<file path="src/rtl/div_sequencer.sv">
// Signed sequential divider using one non-restoring step per clock.
// Handshake: start is accepted on a rising edge only when busy is low
// (IDLE or DONE). The operands are captured on that edge. done then pulses
// for one cycle, and q, r and div_zero are valid in that cycle. They hold
// their values until the next result is registered.
module div_sequencer #(
    parameter int WIDTH = 32
) (
    input  logic             clock,
    input  logic             clear,
    input  logic             start,
    input  logic [WIDTH-1:0] dividend,
    input  logic [WIDTH-1:0] divisor,
    output logic             busy,
    output logic             done,
    output logic [WIDTH-1:0] q,
    output logic [WIDTH-1:0] r,
    output logic             div_zero,
    output logic [1:0]       state_dbg
);

    typedef enum logic [1:0] {
        IDLE = 2'd0,
        RUN  = 2'd1,
        FIX  = 2'd2,
        DONE = 2'd3
    } state_t;

    localparam int CW = $clog2(WIDTH + 1);
    localparam logic [CW-1:0] CNT_INIT = CW'(WIDTH);

    state_t           state_q, state_d;
    logic [CW-1:0]    cnt_q, cnt_d;
    logic [WIDTH:0]   a_q, a_d;       // partial remainder, one guard bit
    logic [WIDTH-1:0] qw_q, qw_d;     // working quotient, starts as |dividend|
    logic [WIDTH:0]   m_q, m_d;       // |divisor|, widened
    logic             sq_q, sq_d;     // quotient must be negated
    logic             sr_q, sr_d;     // remainder must be negated
    logic             dzm_q, dzm_d;   // current operation divides by zero
    logic [WIDTH-1:0] q_out_q, q_out_d;
    logic [WIDTH-1:0] r_out_q, r_out_d;
    logic             dz_q, dz_d;

    logic [WIDTH-1:0] abs_dvd, abs_dvs;
    logic [WIDTH:0]   a_shift, a_step, a_fix;
    logic [WIDTH-1:0] qw_step, q_signed, r_mag, r_signed;

    // Datapath: operand magnitudes, one non-restoring step and the final sign fix-up.
    always_comb begin
        abs_dvd  = dividend[WIDTH-1] ? (-dividend) : dividend;
        abs_dvs  = divisor[WIDTH-1] ? (-divisor) : divisor;
        a_shift  = {a_q[WIDTH-1:0], qw_q[WIDTH-1]};
        a_step   = a_q[WIDTH] ? (a_shift + m_q) : (a_shift - m_q);
        qw_step  = {qw_q[WIDTH-2:0], ~a_step[WIDTH]};
        a_fix    = a_q[WIDTH] ? (a_q + m_q) : a_q;
        q_signed = sq_q ? (-qw_q) : qw_q;
        // On divide-by-zero the quotient register still holds |dividend|.
        // Re-applying the dividend sign to it gives back the dividend.
        r_mag    = dzm_q ? qw_q : a_fix[WIDTH-1:0];
        r_signed = sr_q ? (-r_mag) : r_mag;
    end

    // Next-state, datapath loads and status outputs.
    always_comb begin
        state_d = state_q;
        cnt_d   = cnt_q;
        a_d     = a_q;
        qw_d    = qw_q;
        m_d     = m_q;
        sq_d    = sq_q;
        sr_d    = sr_q;
        dzm_d   = dzm_q;
        q_out_d = q_out_q;
        r_out_d = r_out_q;
        dz_d    = dz_q;
        busy    = 1'b0;
        done    = 1'b0;

        case (state_q)
            RUN: begin
                busy  = 1'b1;
                a_d   = a_step;
                qw_d  = qw_step;
                cnt_d = cnt_q - CW'(1);
                if (cnt_q == CW'(1)) begin
                    state_d = FIX;
                end
            end
            FIX: begin
                busy    = 1'b1;
                a_d     = a_fix;
                q_out_d = dzm_q ? {WIDTH{1'b1}} : q_signed;
                r_out_d = r_signed;
                dz_d    = dzm_q;
                state_d = DONE;
            end
            default: begin  // IDLE and DONE both accept a new start
                done = (state_q == DONE);
                if (start) begin
                    qw_d  = abs_dvd;
                    m_d   = {1'b0, abs_dvs};
                    a_d   = '0;
                    cnt_d = CNT_INIT;
                    sq_d  = dividend[WIDTH-1] ^ divisor[WIDTH-1];
                    sr_d  = dividend[WIDTH-1];
                    if (divisor == '0) begin
                        dzm_d   = 1'b1;
                        state_d = FIX;
                    end else begin
                        dzm_d   = 1'b0;
                        state_d = RUN;
                    end
                end else if (state_q == DONE) begin
                    state_d = IDLE;
                end
            end
        endcase
    end

    // State and datapath registers; clear overrides everything.
    always_ff @(posedge clock) begin
        if (clear) begin
            state_q <= IDLE;
            cnt_q   <= '0;
            a_q     <= '0;
            qw_q    <= '0;
            m_q     <= '0;
            sq_q    <= 1'b0;
            sr_q    <= 1'b0;
            dzm_q   <= 1'b0;
            q_out_q <= '0;
            r_out_q <= '0;
            dz_q    <= 1'b0;
        end else begin
            state_q <= state_d;
            cnt_q   <= cnt_d;
            a_q     <= a_d;
            qw_q    <= qw_d;
            m_q     <= m_d;
            sq_q    <= sq_d;
            sr_q    <= sr_d;
            dzm_q   <= dzm_d;
            q_out_q <= q_out_d;
            r_out_q <= r_out_d;
            dz_q    <= dz_d;
        end
    end

    assign q         = q_out_q;
    assign r         = r_out_q;
    assign div_zero  = dz_q;
    assign state_dbg = state_q;

endmodule

</file>
<file path="config.mk">
export PLATFORM = sky130hd
export DESIGN_NAME = div_sequencer
export DESIGN_NICKNAME = d
export VERILOG_FILES = /design/src/rtl/div_sequencer.sv
export SDC_FILE = /design/constraint.sdc
export NUM_CORES = 1
export LEC_CHECK = 0
export BUFFER_PORTS_ARGS = -buffer_cell sky130_fd_sc_hd__clkbuf_2
export CORE_MARGIN = 2
export CORE_UTILIZATION = 50
export DETAILED_ROUTE_END_ITERATION = 8
export GPL_TIMING_DRIVEN = 0
export PLACE_DENSITY = 0.69
export SETUP_SLACK_MARGIN = 0.1
export SYNTH_ARGS = -nofsm -noshare
export SYNTH_HDL_FRONTEND = slang
export SYNTH_SLANG_ARGS = --single-unit
</file>
<file path="constraint.sdc">
create_clock -name clock -period 6.03 [get_ports clock]
set_input_delay 1.5075 -clock clock [delete_from_list [all_inputs] [get_ports clock]]
set_output_delay 1.5075 -clock clock [all_outputs]
set_load 0.03 [all_outputs]
</file>
After elaboration in Yosys (flattened, before gate mapping) --
Cells that the tools add are included.
Cells by class: add/subtract/negate cells 8, eq/ne operators 5, mux-type cells 22, bitwise gates (word level) 4, reduce and logical (&&, ||, !) cells 8
Operators with widths (number):
- 2-to-1 mux 32 bit | 7
- negation 32 bit | 4
- 2-to-1 mux 33 bit | 3
- adder 33 x 32 -> 33 bit | 2
- case mux 33 bit (2 select lines) | 1
- case mux 32 bit (2 select lines) | 1
- subtractor 33 x 32 -> 33 bit | 1
- logical NOT 32 bit | 1
- case mux 6 bit (2 select lines) | 1
- 2-to-1 mux 2 bit | 4
- equality test 6 x 1 -> 1 bit, second input constant | 1
- 2-to-1 mux 6 bit | 1
- AND reduction 2 bit | 3
- subtractor 6 x 1 -> 6 bit, second input constant | 1
- equality test 2 bit, second input constant | 2
- case mux 2 bit (2 select lines) | 1
- nonzero test 4 bit | 1
- 2-to-1 mux 1 bit | 3
- inverter 1 bit | 3
- nonzero test 3 bit | 1
- equality test 2 x 1 -> 1 bit, second input constant | 1
- != test 2 bit, second input constant | 1
- nonzero test 2 bit | 1
- OR reduction 2 bit | 1
- XOR 1 bit | 1
Word-level totals: register bits 173, input bits 67, output and inout bits 69, logic and storage cells 58

Longest topological paths before layout --
word-level depth 5, gate-level depth with buffers 21, depth with buffers taken out 20

Worst setup path after synthesis --
Ideal clock, no wire load.
kind register to register, start point register a_q[32], end point register qw_q[0], setup time 132 ps, arrival time 5031 ps, data required time 5898 ps, path slack 866 ps, cell stages (with the launch flop) 22, path buffers 7, clock period less this slack 5164 ps, cells stage by stage dfxtp_1 clkbuf_1 clkbuf_1 buf_2 buf_1 clkbuf_1 clkbuf_1 buf_1 nor2_1 xor2_1 ha_1 nor2b_1 o21ai_0 a21oi_1 o21ai_0 o31ai_1 a2111oi_0 o31ai_1 a311oi_1 xnor2_1 a21o_1 a21oi_1
Between the ends: longest elaborated chain between the ends 3
RTL lines:
- start: declaration | RTL line 34 | logic [WIDTH:0] a_q, a_d;
- start signal: assignment | RTL line 125 | a_q <= '0;
- start signal: assignment | RTL line 137 | a_q <= a_d;
- 2-to-1 mux 33 bit | RTL line 53 | a_step = a_q[WIDTH] ? (a_shift + m_q) : (a_shift - m_q);
- inverter 1 bit | RTL line 54 | qw_step = {qw_q[WIDTH-2:0], ~a_step[WIDTH]};
- case mux 32 bit (2 select lines) | RTL line 79 | case (state_q)
- end signal: assignment | RTL line 138 | qw_q <= qw_d;
- end: declaration | RTL line 35 | logic [WIDTH-1:0] qw_q, qw_d;
Every way passes these cells. A chain may end at the register's enable or synchronous reset.

Worst setup path after layout --
Ends and elaborated chain as after synthesis.

==> results.md <==
* nor2_1 — most common cell after layout, fill and taps aside
* 0.178 — Slew Limit Headroom
* 0 — remaining global-route overflow
* 4.18 mW — net switching component of the power
* 0.626 — power share of the combinational group
* 21.9 um — average wire per standard cell
* 2,300 — number of nets in the finished design
* dfxtp_1 — predominant post-synthesis flop cell
* complete, no violations — result of the run
* 2,147 — number of nets in the synthesized netlist
* 0.239 — Seq/Total Area, Yosys
* 7.24 sq um — Mean Syn Cell Area
* 75 — number of distinct library cell variants in the gate-level netlist after synthesis
* 56,000 um — total length of routed wires
* 2,003 — Post-Syn Instances
* 44,200 um — post-detail-place hpwl
* dfxtp_1 — critical path's slowest cell
* 1.22 ns — Tightest Pin Transition
* 174 um — height of the die
* 6.19 ns — arrival time at the worst endpoint
* dfxtp_1 (24%), ha_1 (6.5%), xor2_1 (6.3%) — leading post-synthesis cells by cell area
* compound AO/OA/AOI/OAI gates — cell family with most CP delay
* 6 — CP bufs+invs
* register to register — type of the setup path with the least slack
* 0.46 ns — biggest cell delay along the critical path
* 14,900 — via count of the first global-routing pass
* 0.528 — sw frac
* 0.360 — gr usage total
* 0.178 ns — Setup WS post-layout
* 2,553 — count of placed standard cells in the final layout, fillers left out
* clkbuf_16 — clock tree root driver cell
* 5.85 ns — post-route minimum period
* 0 — synth warn
* 16,300 sq um — Final Instance Area
* 0 — antenna diode instance count
* -2.49 ns — worst setup slack after placement
* 30,400 sq um — floorplan die area
* 0 — total count of max-transition violations in the final report
* 15,700 sq um — standard cell area after detailed placement
* 62 — std cell rows
* 0.09 ns — CTS clock-pin slew for the worst setup and hold paths
* dfxtp_1 — largest area contributor in the netlist
* 2 — Longest Clk Path Bufs
* 136 — num ports
* yes — clock tree from TritonCTS
* 134 — number of input and output port buffers inserted
* 9 — first-pass detailed-route iteration total
* 28,600 sq um — total core area
* nor2_1 (242), nand2_1 (226), dfxtp_1 (173) — highest-count cells in the layout ignoring fill and taps
* 0.147 — part of the power in the clock network
* 84,500 um — global-route wire length before repair
* 2 — Worst Hold Depth
* 20 — number of logic stages on the critical path including buffering
* 173 — total clock sinks
* 6.36 — detailed-route vias per instance
* 1,794 — initial detailed-routing violation count
* 0.970 — final critical-path share of the clock period
* 0 — number of max-cap violations
* 6.56 nW — cell leakage power
* clkbuf_2 > clkbuf_2 > buf_4 > clkbuf_4 > clkbuf_2 > clkbuf_4 > nor2_1 > xor2_1 > ha_1 > nor2b_1 > o21ai_0 > a21oi_1 > o21ai_2 > o31ai_4 > a2111oi_4 > o31ai_2 > a311oi_1 > xnor2_1 > a21o_1 > a21oi_1 — cell breakdown of the critical path
* 0 ns — sum of negative setup slack
* 0 — number of setup violations in the final report
* 0.570 — end-of-flow core utilization
* 2,521 — Inst Count DP
* 174 um — die width
* register — kind of start point of the critical path
* 0.48 ns — clock insertion delay at the later pin of the skew report
* 173 — flops & latches, synth
* 19 — critical-path maximum fanout
* 1.00 — placer congestion estimate
* 0 — residual antenna-violating net count after detailed routing
* 0 — initial antenna violation count
* false — setup repair after global routing missed its margin
* register to register — Hold WC Path Type
* 20 — largest net degree at the start of global routing
* 12.5% — area delta synth->final
* 0.507 — initial cell density of the core
* 0 — Final Hold Fails
* 0.239 — top cell type's share of synthesized area
* 20 — R2R cell count
* 0 — number of enable-type register cells in the synthesized netlist
* 7.92 mW — overall power after layout
* 14,500 sq um — total standard cell area after synthesis
* 0 — fraction of registers with async set/reset
* 0.0232 ns — skew final
* 171 MHz — Max Clock Freq
* 485 nW/um^2 — Power per Cell Area
* 0.487 ns — Hold WS
* 17 — number of buffers created by CTS
* clkbuf_2 — most frequent cell on the critical path
* 16,200 — via count
* 4 — Clock H-tree levels
* 0.000307 V — Max rail drop VDD
* 3.74 mW — P_int
* register — kind of end point of the critical path
* 6.37 ns — WP data required
* 0.0982 — fraction of final layout cells sized beyond drive strength 1
* 0.227 — sequential cell fraction of total power
* 0 — post-route DRC violation count
==> metal layers <==
metal,vias to the layer above,wire [um],track usage
li1,7556,-,-
met1,7623,24300,0.505
met2,931,23700,0.537
met3,126,5840,0.0693
met4,0,2130,0.154
met5,-,0,0
==> kinds of logic (layout without fill, tap and decap cells) <==
| logic type | Yosys count | after routing | synth area share |
|---|---|---|---|
| flops | 173 | 173 | 0.239 |
| buf+inv | 188 | 354 | 0.0493 |
| compound gates | 620 | 620 | 0.276 |
| mux | 36 | 36 | 0.0259 |
| fa+ha+maj | 77 | 77 | 0.0675 |
| simple gates | 721 | 721 | 0.230 |
| xor+xnor | 188 | 188 | 0.114 |
==> cells in the mapped netlist, types with 45 or more instances <==
library cell and instances:
dfxtp_1 173, nor3_1 51, nor2_1 242, clkbuf_1 111
o21ai_0 114, inv_1 48, xnor2_1 83, ha_1 75
a21oi_1 168, xor2_1 105, o31ai_1 45, a211oi_1 65
nand2_1 226
==> flip-flops by register name, summed over array words and instances, names as in the netlist <==
name,flops
a_q,33
div_zero,1
sr_q,1
dzm_q,1
m_q,32
qw_q,32
r,32
state_dbg,2
q,32
cnt_q,6
sq_q,1
==> area by class of cell <==
cell class,instances,area [sq um]
fill,2792,12300
timing repair buffer,135,676
multi-input combinational,1642,10400
inverter,51,191
clock buffer,17,425
buffer,136,536
sequential,173,3460
tap,384,480
clock inverter,15,169
==> worst reg2reg max path, stage by stage (launching register included) <==
cell       delay [ns]
dfxtp_1          0.46
clkbuf_2         0.35
clkbuf_2         0.36
buf_4            0.34
clkbuf_4         0.34
clkbuf_2         0.33
clkbuf_4         0.35
nor2_1           0.09
xor2_1           0.16
ha_1             0.34
nor2b_1          0.13
o21ai_0          0.12
a21oi_1          0.27
o21ai_2          0.17
o31ai_4          0.46
a2111oi_4        0.18
o31ai_2          0.44
a311oi_1         0.19
xnor2_1          0.41
a21o_1           0.18
a21oi_1          0.05
==> power groups by stage <==
stage          Sequential (mW)  Clock [mW]  Combinational [mW]
2_1_floorplan             1.90           0                3.24
3_3_place_gp              1.80           0                4.68
3_5_place_dp              1.81           0                4.74
4_1_cts                   1.78        1.16                4.80
5_1_grt                   1.82        1.20                5.35
6_report                  1.80        1.16                4.96
==> timing repair <==
action,4_1_cts,5_1_grt
resized for setup,14,9
endpoints found under the setup margin,30,9
pin swaps,0,0
hold buffers,0,0
setup buffers,0,0
==> final timing paths <==
| path | startpoint | endpoint | slack (ns) |
|---|---|---|---|
| worst max register to register | a_q[32]$_SDFFE_PP0P_ | qw_q[0]$_SDFFE_PP0P_ | 0.18 |
| worst max-delay path | a_q[32]$_SDFFE_PP0P_ | qw_q[0]$_SDFFE_PP0P_ | 0.18 |
| worst min register to register | r[22]$_SDFFE_PP0P_ | r[22]$_SDFFE_PP0P_ | 0.49 |
| worst min-delay path | r[22]$_SDFFE_PP0P_ | r[22]$_SDFFE_PP0P_ | 0.49 |
Power figures use the tool's default switching activity.
